===== src/rtl/broadcast_sequencer.sv =====
// Purpose: sequences one (port, line, word) request onto the 4x4 serial broadcaster: selects, settle, MSB-first shift. Optional parity: BCAST_PARITY_EN.
// Latency: selects after accept edge N, first bit after N+SETTLE, done after N+SETTLE+NBITS, ready again one cycle later.
// Backpressure: reqReady is high only in IDLE; a held reqValid is accepted on the first idle edge, nothing is dropped.
module broadcast_sequencer #(
    parameter int DATA_W = 8,
    parameter int SETTLE = 2
) (
    input  logic              clk,
    input  logic              rst_n,
    input  logic              reqValid,
    output logic              reqReady,
    input  logic [1:0]        reqPort,
    input  logic [1:0]        reqLine,
    input  logic [DATA_W-1:0] reqData,
    output logic              done,
    output logic              busy,
    output logic              serIn,
    output logic [3:0]        PB,
    output logic [0:1]        LB0,
    output logic [0:1]        LB1,
    output logic [0:1]        LB2,
    output logic [0:1]        LB3
);

`ifdef BCAST_PARITY_EN
    localparam int NBITS = DATA_W + 1;
`else
    localparam int NBITS = DATA_W;
`endif
    localparam int BW = $clog2(DATA_W + 1);

    typedef enum logic [1:0] {IDLE, SETUP, SHIFT, GUARD} state_t;

    state_t           state_q, state_n;
    logic [3:0]       settle_q, settle_n;
    logic [BW-1:0]    bits_q, bits_n;
    logic [NBITS-1:0] frame_q, frame_n;
    logic [1:0]       port_q, port_n;
    logic [1:0]       line_q, line_n;
    logic             sel_n;
    logic [0:1]       code_n;

    always_comb begin
        state_n  = state_q;
        settle_n = settle_q;
        bits_n   = bits_q;
        frame_n  = frame_q;
        port_n   = port_q;
        line_n   = line_q;
        case (state_q)
            IDLE: begin
                if (reqValid) begin
                    state_n  = SETUP;
                    settle_n = 4'(SETTLE - 1);
                    port_n   = reqPort;
                    line_n   = reqLine;
`ifdef BCAST_PARITY_EN
                    frame_n  = {reqData, ^reqData};
`else
                    frame_n  = reqData;
`endif
                end
            end
            SETUP: begin
                if (settle_q == 4'd0) begin
                    state_n = SHIFT;
                    bits_n  = BW'(NBITS - 1);
                end else begin
                    settle_n = settle_q - 4'd1;
                end
            end
            SHIFT: begin
                if (bits_q == '0) begin
                    state_n = GUARD;
                end else begin
                    bits_n  = bits_q - 1'b1;
                    frame_n = frame_q << 1;
                end
            end
            GUARD: state_n = IDLE;
            default: state_n = IDLE;
        endcase

        // Outputs are registered from next-state values so they change exactly at the edge.
        sel_n  = (state_n != IDLE);
        code_n = {line_n[1], line_n[1] ^ line_n[0]};
    end

    always_ff @(posedge clk or negedge rst_n) begin
        if (!rst_n) begin
            state_q  <= IDLE;
            settle_q <= '0;
            bits_q   <= '0;
            frame_q  <= '0;
            port_q   <= '0;
            line_q   <= '0;
            reqReady <= 1'b1;
            busy     <= 1'b0;
            done     <= 1'b0;
            serIn    <= 1'b0;
            PB       <= 4'b0000;
            LB0      <= 2'b00;
            LB1      <= 2'b00;
            LB2      <= 2'b00;
            LB3      <= 2'b00;
        end else begin
            state_q  <= state_n;
            settle_q <= settle_n;
            bits_q   <= bits_n;
            frame_q  <= frame_n;
            port_q   <= port_n;
            line_q   <= line_n;
            reqReady <= (state_n == IDLE);
            busy     <= (state_n != IDLE);
            done     <= (state_n == GUARD);
            serIn    <= (state_n == SHIFT) & frame_n[NBITS-1];
            PB       <= sel_n ? (4'b0001 << port_n) : 4'b0000;
            LB0      <= (sel_n && port_n == 2'd0) ? code_n : 2'b00;
            LB1      <= (sel_n && port_n == 2'd1) ? code_n : 2'b00;
            LB2      <= (sel_n && port_n == 2'd2) ? code_n : 2'b00;
            LB3      <= (sel_n && port_n == 2'd3) ? code_n : 2'b00;
        end
    end

endmodule


===== config.mk =====
export PLATFORM = sky130hd
export DESIGN_NAME = broadcast_sequencer
export DESIGN_NICKNAME = d
export VERILOG_FILES = /design/src/rtl/broadcast_sequencer.sv
export SDC_FILE = /design/constraint.sdc
export NUM_CORES = 1
export LEC_CHECK = 0
export ABC_AREA = 1
export BUFFER_PORTS_ARGS = -buffer_cell sky130_fd_sc_hd__clkbuf_2
export CORE_UTILIZATION = 25
export DETAILED_ROUTE_END_ITERATION = 8
export PLACE_DENSITY_LB_ADDON = 0.25
export SLEW_MARGIN = 20
export SYNTH_ARGS = -nofsm -noshare
export SYNTH_HDL_FRONTEND = slang
export SYNTH_SLANG_ARGS = --single-unit

===== constraint.sdc =====
create_clock -name clk -period 1.3 [get_ports clk]
set_input_delay 0.13 -clock clk [delete_from_list [all_inputs] [get_ports clk]]
set_output_delay 0.13 -clock clk [all_outputs]
set_load 0.05 [all_outputs]

==> results.md <==
* Inst Count DP at 310
* Overflow after GRT at 0
* Tightest Pin Transition at 0.2842 ns
* Mean Syn Cell Area at 8.739 µm²
* Post-route cell area at 2350 µm²
* Final clock skew at 0.005411 ns
* Die width at 84.35 µm
* Die height at 84.35 µm
* Syn nets at 212
* Worst hold path type: input pin to flop
* Initial DRC Count at 57
* Post-Syn Area at 1695 µm²
* GP Congestion at 0.7711
* # H-tree levels at 2
* Leak at 0.001247 µW
* Clock buffer depth at 2
* NetSw at 2703 µW
* Peak VDD IR at 0.001124 V
* Worst Path Max Fanout at 8
* Internal power at 3297 µW
* Layout area overhead at 38.60%
* Flop pwr share at 31.7%
* CORE AREA at 6459 µm²
* Yosys top cell area share at 54.61%
* Sw frac at 45.05%
* Area after DPL at 2036 µm²
* Req. time, crit path at 1.49 ns
* GRT Total Usage at 11.14%
* Post-route clock period utilization at 100.5%
* Violated checks: design-rule violations, negative setup slack
* First-pass GRT wire length at 6299 µm
* Antenna Nets Post-Route at 0
* Worst setup EP type: flop
* Synth area leader: dfrtp_1
* Rows at 29
* #FFs+latches synth at 38
* Vias per cell at 4.336
* Max frequency at 765.2 MHz
* Critical path class: flop to flop
* Final net count at 264
* CTS Sinks at 38
* Synth Instances at 194
* P per Cell Area at 2554 nW/µm²
* Final Hold Slack at 0.04680 ns
* Vias in the first global route at 1444
* Minimum clock period at 1.307 ns
* Antenna diode count at 0
* PortBufs at 30
* Reg-to-reg critical path startpoint: state_q[1]
* Pin count of the biggest net entering global routing at 39
* Count of pins over their slew limit at 0
* Status: complete, but fails checks
* CTS tree: built
* Initial antenna violation count at 0
* Arr. time, crit path at 1.49 ns
* Post-DP HPWL at 2493 µm
* Initial Util at 26.25%
* HP Start: reqData[0]
* DRC at 2
* Clk_lat worst skew at 0.29 ns
* Setup WS post-layout at -0.006783 ns
* Final setup fails at 2
* Yosys Warn Count at 0
* # fillers at 689
* Synth top area cells: dfrtp_1 55%, nand2_1 11%, nand3_1 7.7%
* Post-synth cell types at 21
* Post-synthesis sequential area ratio at 56.16%
* Part of the power in the clock network at 16.5%
* RSZ-0062 raised after global routing: true
* Io pins at 31
* Cell Count, Final, Fillers Out at 324
* Total wire length at 3591 µm
* Combinational share of power at 51.8%
* Startpoint types: flop
* Endpoints failing hold at 0
* Reg clk slew, reported paths at 0.08 ns
* Avg WL per Cell at 11.08 µm
* Pre-Repair DR Iteration Count at 6
* TritonCTS buffer count at 5
* Worst setup startpoint: state_q[1]
* Share of cells above drive strength 1 at 39.27%
* Max-cap violations at 0
* Max_slew headroom at 81.13%
* Die ar. at 7115 µm²
* DR vias at 1405
* Root buffer cell: clkbuf_8
cells in the final DEF (no fill, tap or decap), types with 2 or more instances in the layout:
cell type  synthesis  routed
nand2_2            5      12
nand2_1           49      40
nor2_2             1       3
a21oi_2            0       2
nand3b_1           3       3
dfrtp_1           37      36
inv_2              0       5
nor2_1            25      19
nand3_4            0       4
buf_12             0       2
buf_4              0      14
clkbuf_2           0      30
clkbuf_8           0       5
ha_4               0       2
inv_1             25      19
nand4_1            2       2
nand3_1           26      22
nand2_4            2       5
o21ai_0            5       5
clkinv_2           0       2
nor2_4             1       5
repair_timing:
action	in CTS	in global routing
resized for setup	8	36
setup endpoints to repair	8	21
cloned	1	0
hold buffers	1	0
pin swaps	5	21
setup buffers	0	4
hold endpoints to repair	37	0
synth_stat cells:
cell       n
a21oi_4    1
inv_1     25
nand3_1   26
nor2_4     1
o21ai_0    5
or2_1      1
a21oi_1    2
buf_2      2
xor2_1     1
nand2_1   49
dfrtp_1   37
nand2_2    5
nand3_2    1
nor2_2     1
nand3b_1   3
ha_1       3
nor2_1    25
nand2_4    2
nand4_1    2
buf_6      1
dfstp_2    1
state kept, by name, indices dropped and copies added, names as in the netlist, 4 cells and up:
name	flops
settle_q	4
frame_q	8
PB	4
bits_q	4
critical path, cell delays in order (launching register included):
cell and delay [ns]:
dfrtp_2 0.45, nor2_4 0.22, buf_12 0.14, nand3_1 0.08, nand2_2 0.09, nand2_1 0.06, nand2_2 0.11, nor2_1 0.06
cell families (layout without fill, tap and decap cells):
group                    after synthesis  in the layout  share of synthesized area (%)
AO/OA/AOI/OAI                          8              8                          3.026
XOR/XNOR                               1              1                         0.5167
adder cells (fa/ha/maj)                3              3                          2.214
buffers and inverters                 28             80                          6.790
flip-flops                            38             38                          56.16
AND/OR/NAND/NOR                      116            117                          31.29
worst paths after layout:
check,slack [ns],depth (start not counted),to
max in group asynchronous,0.70,3,reqReady
worst max register to register,-0.007,7,LB0[1]
worst max-delay path,-0.007,7,LB0[1]
worst min-delay path,0.05,3,frame_q[0]
worst min register to register,0.48,2,frame_q[0]
min in group asynchronous,0.34,3,LB3[1]
layout make-up:
type	instances	area (µm²)	share of cell area, %
flip-flops and latches	38	953.4	40.58
clock buffers	5	68.82	2.929
clock inverters	3	40.04	1.704
inverters	25	96.34	4.100
multi-input cells	129	789.5	33.60
repair buffers	47	305.3	12.99
well taps	77	96.34	4.100
power by group through the flow:
stage          combinational (µW)  clock, µW  sequential, µW
5_1_grt                      3450       1070            1950
2_1_floorplan                1260          0            2460
3_5_place_dp                 2590          0            1900
3_3_place_gp                 2580          0            1900
6_report                     3110        988            1900
4_1_cts                      2690       1030            1890
routing by layer:
| layer | GRT usage [%] | vias up | share of wire (%) |
|---|---|---|---|
| met3 | 3.048 | 7 | 4.2 |
| met5 | 0 | - | 0 |
| li1 | - | 707 | - |
| met4 | 3.698 | 0 | 1.4 |
| met2 | 19.08 | 21 | 49 |
| met1 | 13.64 | 670 | 46 |
through the flow:
stage               setup TNS, ns  worst slack, ns  util [%]  total power (µW)
finish                   -0.01193        -0.006783     36.38              6000
global route              -0.8541         -0.07868     36.38              6472
CTS                    -0.0004541       -0.0004541     33.86              5610
detailed placement      -0.003489        -0.003489     31.52              4494
global placement                0         0.005537     31.52              4473
floorplan                       0          0.04780         -              3714
(Power assumes the default switching activity.)
